<file path="src/rtl/tlc_mon_pkg.sv">
// Shared types for the traffic-light lamp monitor: phase encoding, per-direction
// lamp classes and the legal phase-transition rule.
package tlc_mon_pkg;

   typedef enum logic [2:0] {
      PH_IDLE = 3'd0,
      PH_G1R2 = 3'd1,
      PH_Y1R2 = 3'd2,
      PH_RR_A = 3'd3,
      PH_R1G2 = 3'd4,
      PH_R1Y2 = 3'd5,
      PH_RR_B = 3'd6
   } phase_e;

   typedef enum logic [1:0] {
      LEGAL_G = 2'd0,
      LEGAL_Y = 2'd1,
      LEGAL_R = 2'd2,
      ILLEGAL = 2'd3
   } lamp_class_e;

   function automatic lamp_class_e lamp_class(input logic g, input logic y, input logic r);
      case ({g, y, r})
         3'b100:  return LEGAL_G;
         3'b010:  return LEGAL_Y;
         3'b001:  return LEGAL_R;
         default: return ILLEGAL;
      endcase
   endfunction

   // Holding a phase, or leaving IDLE, is never a sequence error.
   function automatic logic trans_ok(input logic [2:0] from_ph, input logic [2:0] to_ph);
      logic ok;
      ok = (from_ph == to_ph) || (from_ph == PH_IDLE);
      case (from_ph)
         PH_G1R2: ok = ok || (to_ph == PH_Y1R2);
         PH_Y1R2: ok = ok || (to_ph == PH_RR_A) || (to_ph == PH_R1G2);
         PH_RR_A: ok = ok || (to_ph == PH_R1G2);
         PH_R1G2: ok = ok || (to_ph == PH_R1Y2);
         PH_R1Y2: ok = ok || (to_ph == PH_RR_B) || (to_ph == PH_G1R2);
         PH_RR_B: ok = ok || (to_ph == PH_G1R2);
         default: ok = ok;
      endcase
      return ok;
   endfunction

endpackage

</file>
<file path="src/rtl/tlc_lamp_decode.sv">
// Combinational classifier: turns the six lamp outputs into a target phase,
// an all-red indication and the two lamp-level error conditions.
module tlc_lamp_decode
   import tlc_mon_pkg::*;
(
   input  logic [5:0] lamps,
   output logic [2:0] vec_phase,
   output logic       vec_rr,
   output logic       onehot_bad,
   output logic       conflict
);

   lamp_class_e cls1;
   lamp_class_e cls2;

   assign cls1 = lamp_class(lamps[5], lamps[4], lamps[3]);
   assign cls2 = lamp_class(lamps[2], lamps[1], lamps[0]);

   // An all-red vector has no phase of its own; the FSM resolves RR_A vs RR_B.
   always_comb begin
      vec_phase  = PH_IDLE;
      vec_rr     = 1'b0;
      onehot_bad = (cls1 == ILLEGAL) || (cls2 == ILLEGAL);
      conflict   = !onehot_bad && (cls1 != LEGAL_R) && (cls2 != LEGAL_R);
      if (!onehot_bad && !conflict) begin
         if (cls1 == LEGAL_R && cls2 == LEGAL_R)
            vec_rr = 1'b1;
         else if (cls2 == LEGAL_R)
            vec_phase = (cls1 == LEGAL_G) ? PH_G1R2 : PH_Y1R2;
         else
            vec_phase = (cls2 == LEGAL_G) ? PH_R1G2 : PH_R1Y2;
      end
   end

endmodule

</file>
<file path="src/rtl/tlc_light_monitor.sv">
// Lamp-sequence monitor: phase FSM, dwell and cycle counters, and sticky
// error flags for illegal lamp patterns, transitions and dwell times.
module tlc_light_monitor
   import tlc_mon_pkg::*;
#(
   parameter int CNT_W   = 8,
   parameter int MIN_GRN = 4,
   parameter int MIN_YLW = 2,
   parameter int MAX_YLW = 6
) (
   input  logic             blif_clk_net,
   input  logic             blif_reset_net,
   input  logic             GRN1,
   input  logic             YLW1,
   input  logic             RED1,
   input  logic             GRN2,
   input  logic             YLW2,
   input  logic             RED2,
   input  logic             clr_err,
   output logic [2:0]       phase,
   output logic [CNT_W-1:0] dwell,
   output logic [CNT_W-1:0] cycle_cnt,
   output logic             err_onehot,
   output logic             err_conflict,
   output logic             err_seq,
   output logic             err_min_grn,
   output logic             err_yellow_time,
   output logic             err_any
);

   logic [2:0]       vec_phase;
   logic             vec_rr;
   logic             onehot_bad;
   logic             conflict;
   logic [2:0]       tgt_phase;
   logic [2:0]       phase_nxt;
   logic [CNT_W-1:0] dwell_nxt;
   logic [CNT_W-1:0] cycle_nxt;
   logic [4:0]       flags_nxt;
   logic [4:0]       events;
   logic             lamp_err;
   logic             changed;
   logic             timing_on;
   logic             in_green;
   logic             in_yellow;

   tlc_lamp_decode u_decode (
      .lamps      ({GRN1, YLW1, RED1, GRN2, YLW2, RED2}),
      .vec_phase  (vec_phase),
      .vec_rr     (vec_rr),
      .onehot_bad (onehot_bad),
      .conflict   (conflict)
   );

   // All-red after a direction-1 phase is RR_A, after direction-2 is RR_B;
   // out of a green this is a sequence error but still resyncs that way.
   always_comb begin
      tgt_phase = vec_phase;
      if (vec_rr) begin
         case (phase)
            PH_G1R2, PH_Y1R2: tgt_phase = PH_RR_A;
            PH_R1G2, PH_R1Y2: tgt_phase = PH_RR_B;
            PH_RR_A, PH_RR_B: tgt_phase = phase;
            default:          tgt_phase = PH_IDLE;
         endcase
      end
   end

   always_comb begin
      lamp_err  = onehot_bad || conflict;
      phase_nxt = lamp_err ? PH_IDLE : tgt_phase;
      changed   = (phase_nxt != phase);
      timing_on = !lamp_err && (phase != PH_IDLE);
      in_green  = (phase == PH_G1R2) || (phase == PH_R1G2);
      in_yellow = (phase == PH_Y1R2) || (phase == PH_R1Y2);

      events    = '0;
      events[4] = onehot_bad;
      events[3] = conflict;
      events[2] = !lamp_err && !trans_ok(phase, tgt_phase);
      events[1] = timing_on && changed && in_green && (dwell < CNT_W'(MIN_GRN));
      events[0] = timing_on && in_yellow &&
                  ((changed && (dwell < CNT_W'(MIN_YLW))) ||
                   (!changed && (dwell == CNT_W'(MAX_YLW))));

      flags_nxt = ({err_onehot, err_conflict, err_seq, err_min_grn, err_yellow_time}
                   & {5{~clr_err}}) | events;

      if (phase_nxt == PH_IDLE)
         dwell_nxt = '0;
      else if (changed)
         dwell_nxt = CNT_W'(1);
      else if (dwell == {CNT_W{1'b1}})
         dwell_nxt = dwell;
      else
         dwell_nxt = dwell + CNT_W'(1);

      cycle_nxt = cycle_cnt;
      if (!lamp_err && tgt_phase == PH_G1R2 && (phase == PH_R1Y2 || phase == PH_RR_B))
         cycle_nxt = cycle_cnt + CNT_W'(1);
   end

   always_ff @(posedge blif_clk_net or posedge blif_reset_net) begin
      if (blif_reset_net) begin
         phase           <= PH_IDLE;
         dwell           <= '0;
         cycle_cnt       <= '0;
         err_onehot      <= 1'b0;
         err_conflict    <= 1'b0;
         err_seq         <= 1'b0;
         err_min_grn     <= 1'b0;
         err_yellow_time <= 1'b0;
         err_any         <= 1'b0;
      end else begin
         phase           <= phase_nxt;
         dwell           <= dwell_nxt;
         cycle_cnt       <= cycle_nxt;
         err_onehot      <= flags_nxt[4];
         err_conflict    <= flags_nxt[3];
         err_seq         <= flags_nxt[2];
         err_min_grn     <= flags_nxt[1];
         err_yellow_time <= flags_nxt[0];
         err_any         <= |flags_nxt;
      end
   end

endmodule

</file>
<file path="config.mk">
export PLATFORM = sky130hd
export DESIGN_NAME = tlc_light_monitor
export DESIGN_NICKNAME = d
export VERILOG_FILES = /design/src/rtl/tlc_mon_pkg.sv /design/src/rtl/tlc_lamp_decode.sv /design/src/rtl/tlc_light_monitor.sv
export SDC_FILE = /design/constraint.sdc
export NUM_CORES = 1
export LEC_CHECK = 0
export CORE_MARGIN = 2
export CORE_UTILIZATION = 48
export CTS_CLUSTER_DIAMETER = 30
export DETAILED_ROUTE_END_ITERATION = 8
export PLACE_DENSITY = 0.75
export SLEW_MARGIN = 20
export SYNTH_ARGS = -nofsm -noshare
export SYNTH_HDL_FRONTEND = slang
export SYNTH_SLANG_ARGS = --single-unit
</file>
<file path="constraint.sdc">
create_clock -name blif_clk_net -period 2.9 [get_ports blif_clk_net]
set_input_delay 0.725 -clock blif_clk_net [delete_from_list [all_inputs] [get_ports blif_clk_net]]
set_output_delay 0.725 -clock blif_clk_net [all_outputs]
set_load 0.005 [all_outputs]
</file>
==> run metrics, run 1 <==
most frequent CP cell=a211oi_1; Hold Path Depth=1; number of global-route vias before repair=approximately 1,500; diode count=0; delay-heaviest family, CP=compound AO/OA/AOI/OAI gates; Iteration-0 DRC Markers=between 70 and 80; critical path fanouts, max=7; Seq/Total Area, Yosys=0.377; largest net degree at the start of global routing=26; Mapped Area=between 1500 and 2000 sq um; Post-Layout Cell Count=275; Buf/Inv on CP=2; die height=between 60 and 70 microns; Final Cell Area=around 2200 sq um; Fillers=between 200 and 300; synth warn=0; distinct cell type count after synthesis=between 50 and 60; Final nets=242; Post-Synthesis Cells=around 180; first-pass GRT wire length=6910 microns; Worst Skew=4.71 ps; status=finished clean; final hold violations=0; Yosys top cell by area=dfrtp_1; Final ANT Viol Nets=0; CTS H-tree depth=1; DRC violations left=0; Clock Path Buffers=2; post-synth net total=190; Overall Global Routing Usage=0.216; post-synth top area share=0.377; Final Slew Violations=0; row cnt=21; CP Capture Type=register; R2R depth=6; clock latency at the later pin of the worst-skew pair=310 ps; Worst-Margin Slew=507 ps; via-per-instance ratio=roughly 5.6; share of cells above drive strength 1=0.197; dpl cells=roughly 270; Placer Congestion=~0.98; ys async rst share=1.00; Vias=approximately 1,500; #FFs+latches synth=25; Pwr Density=between 200 and 300 nW/um^2; GRT Residual Overflow=0; clk slew on worst S/H paths=140 ps; wire per inst=15.0 microns; io pins=34; initial antenna violation count=0; Final setup viols=0; most instantiated cells after synthesis=dfrtp_1, nor2_1, nand2_1; Pleak=0.000999 uW; Die Wd=between 60 and 70 microns; Worst path max stage delay=430 ps; final worst path period need=2770 ps; Critical Path RT=about 3100 ps; I/O Buffers=33; unrepaired setup endpoints after global routing=no; post-synthesis area per instance=between 9 and 10 sq um; root buffer cell=clkbuf_4; most instantiated library cell after synthesis=dfrtp_1; CP max stage cell=clkdlybuf4s50_1; Finished Core Util=0.659; maximum clock rate=0.361 GHz; final worst path period share=0.956; CP Class=in2reg; core box area=3340 sq um; hold_buf cts=0; max-cap viol count=0; TritonCTS Buffers=3; worst vdd ir=0.000348 V; main area contributors after synthesis=dfrtp_1, xnor2_1, nor2_1; first drt pass iteration count=4; CTS Sinks=25; Setup TNS Final=0 ps; Placed Area=around 2200 sq um; class of the worst hold path=reg2reg; die area=3940 sq um; DRT Wirelength=slightly above 4000 microns; Main synth FF type=dfrtp_1; Worst slew margin=0.662; hold_ws=503 ps; WP depth=8; DPL Wire Length=3150 microns; Layout Area Growth over Synthesis=32.7%; CTS tree=yes; Initial Utilization=0.497; crit path DAT=between 2000 and 3000 ps; crit path launch type=primary input; crit path cell chain=clkdlybuf4s50_1 > buf_4 > xnor2_1 > nor4_1 > a211oi_1 > o2111a_1 > nand3_1 > a211oi_1; Post-synth EDFFs=0
## cell families (layout without fill, tap and decap cells)
group	after synthesis	in the layout	synth area share
buffers and inverters	20	71	0.0551
muxes	3	3	0.0196
DFF	25	25	0.377
AOI/OAI and AO/OA	36	36	0.193
and+or+nand+nor	77	77	0.258
adders and majority gates	3	3	0.0226
xor gates and xnor gates	14	14	0.0740
## path summary, 6_finish.rpt
kind / start / endpoint / slack, ps
worst max-delay path: YLW2 / dwell[7] / 130
worst min-delay path: cycle_cnt[6] / cycle_cnt[6] / 500
worst max register to register: phase[1] / dwell[7] / 440
worst min register to register: cycle_cnt[6] / cycle_cnt[6] / 500
max in group asynchronous: blif_reset_net / phase[0] / 1900
min in group asynchronous: blif_reset_net / cycle_cnt[2] / 750
## per-layer routing
| layer | routed length, microns | track usage | vias up |
|---|---|---|---|
| met5 | 0 | 0 | - |
| met4 | 38 | 0.0333 | 0 |
| met3 | 153 | 0.0396 | 6 |
| met2 | 2020 | 0.382 | 50 |
| met1 | 1900 | 0.280 | 742 |
| li1 | - | - | 748 |
## power by group
group,switching (uW),leakage (uW),total [uW],internal (uW)
sequential,5.86,0.000338,359,353
clock,104,0.0000177,155,51.6
combinational,53.2,0.000643,108,55.0
## layout make-up
type                            instances  area [sq um]  share of cell area
Multi-Input combinational cell        133           948               0.431
Sequential cell                        25           626               0.284
Timing Repair Buffer                   55           495               0.225
Tap cell                               46          57.6              0.0262
Inverter                               12          45.0              0.0205
Clock buffer                            3          22.5              0.0102
Clock inverter                          1          5.00             0.00228
## flip-flops by register name (all words and copies together) (netlist names)
| register | flops |
|---|---|
| err_onehot | 1 |
| err_yellow_time | 1 |
| err_seq | 1 |
| dwell | 8 |
| err_conflict | 1 |
| err_min_grn | 1 |
| phase | 3 |
| cycle_cnt | 8 |
| err_any | 1 |
## stage by stage
stage / total power, uW / setup slack [ps]
after global routing: 651 / 44.4
after CTS: 626 / 155
final: 622 / 127
after floorplan: 420 / 328
after global placement: 468 / -93.6
after detailed placement: 472 / -180
## layout by cell type (no fill, tap or decap), drive strengths merged, types with 2 or more instances in the layout
cell           synthesis  layout
clkbuf                 2       3
o2111ai                3       3
nor2b                  6       6
nand2                 13      13
ha                     3       3
a41oi                  2       2
and2                   2       2
xor2                   4       4
and3                   7       7
inv                   12      12
o32ai                  2       2
o21bai                 2       2
nand3                  7       7
nor4                   2       2
or3b                   2       2
or2                    5       5
dfrtp                 25      25
nand4                  6       6
xnor2                 10      10
a21oi                  3       3
buf                    6      22
o21ai                  3       3
a211oi                 6       6
nor2                  14      14
clkdlybuf4s50          0      33
mux2                   2       2
o21a                   2       2
nand2b                 5       5
nor3                   5       5
o221ai                 2       2
## repair_timing
item	4_1_cts	5_1_grt
buffers inserted	0	0
gates resized for setup	0	1
setup endpoints to repair	0	4
No activity file was read; power rests on OpenSTA's default activity.
==> inputs of run 2 (changes only) <==
--- a/config.mk
+++ b/config.mk
@@ -5,9 +5,9 @@
 export SDC_FILE = /design/constraint.sdc
 export NUM_CORES = 1
 export LEC_CHECK = 0
+export ABC_AREA = 0
 export CORE_MARGIN = 2
 export CORE_UTILIZATION = 48
-export CTS_CLUSTER_DIAMETER = 30
 export DETAILED_ROUTE_END_ITERATION = 8
 export PLACE_DENSITY = 0.75
 export SLEW_MARGIN = 20
==> results of run 2 <==
The final DEF is identical to that of run 1; final timing and power are the same.
==> inputs of run 3 (changes only) <==
--- a/config.mk
+++ b/config.mk
@@ -6,10 +6,12 @@
 export NUM_CORES = 1
 export LEC_CHECK = 0
 export ABC_AREA = 0
+export CELL_PAD_IN_SITES_DETAIL_PLACEMENT = 0
+export CELL_PAD_IN_SITES_GLOBAL_PLACEMENT = 1
 export CORE_MARGIN = 2
-export CORE_UTILIZATION = 48
+export CORE_UTILIZATION = 39
 export DETAILED_ROUTE_END_ITERATION = 8
-export PLACE_DENSITY = 0.75
+export PLACE_DENSITY_LB_ADDON = 0.1
 export SLEW_MARGIN = 20
 export SYNTH_ARGS = -nofsm -noshare
 export SYNTH_HDL_FRONTEND = slang
==> run 3 against run 2 <==
Effect of this change: clock power rose by 37%; largest cell class unchanged; highest routed layer unchanged; fmax up 1.4%; non-clock buffer count grew 2.
==> run metrics, run 3 (same netlist as run 1, synthesis figures left out) <==
status=finished clean; Placed Area=2180 sq um (+0.92%); Hold Path Depth=1 (unchanged); Die Wd=69.2 microns (+10%); CP max stage cell=clkdlybuf4s50_1; GRT Residual Overflow=0 (unchanged); Layout Area Growth over Synthesis=36.4%; most frequent cells in the layout=clkdlybuf4s50_1, dfrtp_1, buf_4; Clock Path Buffers=2 (unchanged); TritonCTS Buffers=3 (unchanged); Setup Slack @ Placement=-207 ps (-26.4 ps); Iteration-0 DRC Markers=61 (-16%); Final nets=244 (+0.83%); Final setup viols=0 (unchanged); die area=4790 sq um (+22%); Worst-Margin Slew=489 ps (-17.1 ps); crit path cell chain=clkdlybuf4s50_1 > or3b_4 > o32a_4 > or2_4 > o311ai_2 > a41oi_1 > a21oi_2 > o211ai_1; maximum clock rate=0.366 GHz (+1.4%); I/O Buffers=33 (unchanged); critical path fanouts, max=4 (-3); Fillers=373 (+34%); initial antenna violation count=0 (unchanged); Critical Path RT=3050 ps (-70 ps); Reg area=626 sq um (unchanged); dpl cells=277 (+2.2%); r2r endpoint=err_any; row cnt=23 (+9.5%); unrepaired setup endpoints after global routing=no; DRC violations left=0 (unchanged); first-pass GRT wire length=7250 microns (+5.0%); Worst slew margin=0.674 (+0.0114); share of cells above drive strength 1=0.216 (+0.0199); Worst path max stage delay=500 ps (+70 ps); worst vdd ir=0.000188 V (-46%); hold_buf cts=0 (unchanged); Final Power=682 uW (+9.6%); final worst path period share=0.943 (-0.0134); hold_ws=487 ps (-15.8 ps); Overall Global Routing Usage=0.182 (-0.0342); largest registers=cycle_cnt (8), dwell (8), phase (3); Placer Congestion=0.875 (-11%); CTS resizes=0 (unchanged); Final Slew Violations=0 (unchanged); class of the worst hold path=reg2reg; Post-Layout Cell Count=281 (+2.2%); core box area=4060 sq um (+22%); Pwr Density=302 nW/um^2 (+6.6%); clock latency at the later pin of the worst-skew pair=270 ps (-40 ps); crit path DAT=2880 ps (-110 ps); CTS Sinks=25 (unchanged); DRT Wirelength=4120 microns (+0.29%); DPL Wire Length=3150 microns (about the same); Min-Delay Endpoint=cycle_cnt[7]; worst setup margin=166 ps (+38.8 ps); CP Class=in2reg; diode count=0 (unchanged); CTS H-tree depth=1 (unchanged); largest net degree at the start of global routing=26 (unchanged); wire per inst=14.7 microns (-1.8%); Pleak=0.00104 uW (+4.2%); Worst Hold Launch=cycle_cnt[7]; multi-input logic area=966 sq um (+1.8%); worst r2r src=phase[2]; crit path launch type=primary input; Worst Skew=2.11 ps (-2.59 ps); CTS tree=yes; Final ANT Viol Nets=0 (unchanged); R2R depth=7 (+1); clk slew on worst S/H paths=90 ps (-50 ps); number of global-route vias before repair=1,577 (+5.2%); CP Capture Type=register; origin of the worst setup path=RED2; commonest non-fill, non-tap cell in the layout=clkdlybuf4s50_1; final hold violations=0 (unchanged); Worst R2R Setup Slack=590 ps (+150 ps); final worst path period need=2730 ps (-38.8 ps); die height=69.2 microns (+10%); Initial Utilization=0.409 (-0.0882); Vias=1,505 (-2.7%); postcts setup bufs=0 (unchanged); first drt pass iteration count=4 (unchanged); max-cap viol count=0 (unchanged); io pins=34 (unchanged); root buffer cell=clkbuf_8; Final Cell Area=2260 sq um (+2.8%); via-per-instance ratio=5.36 (-4.7%)
==> run 3: cell types whose count changed in the layout (fill, tap and decap cells not counted), sizes merged <==
cell	change
buf	+2
dlymetal6s2s	+2
clkdlybuf4s50	-2
==> run 3: routing by layer <==
layer  GRT usage  vias up  wire [microns]  part of all wire
li1            -      747               -                 -
met1       0.238      715            1940              0.47
met2       0.309       31            1960              0.47
met3      0.0262       12             112             0.027
met4      0.0566        0             116             0.028
met5           0        -               0                 0
==> run 3: cell type report <==
class	count	share of cell area
well taps	50	0.0277
repair buffers	57	0.228
flip-flops and latches	25	0.277
clock inverters	1	0.00221
multi-input cells	133	0.427
clock buffers	3	0.0183
inverters	12	0.0199
==> run 3: power by group <==
group	switching [uW]	internal [uW]
registers	5.28	352
clock network	116	96.4
logic	53.8	57.8
==> run 3: worst max-delay path: cells and delay by family <==
kind / cells / cell delay [ps]
buffers and inverters: 1 / 500
AO/OA/AOI/OAI: 5 / 980
AND/OR/NAND/NOR: 2 / 680
==> run 3: worst max path at each step <==
stage	cells after the start	slack, ps	endpoint
global placement	9	-180	err_any
finish	8	170	err_any
global route	9	30	err_any
floorplan	8	330	err_any
detailed placement	8	-210	err_any
CTS	8	80	err_any
==> run 3: stage by stage <==
step                TNS [ps]   util
finish                     0  0.557
global placement        -823  0.538
floorplan                  0      -
detailed placement     -1030  0.538
global route               0  0.557
CTS                        0  0.550
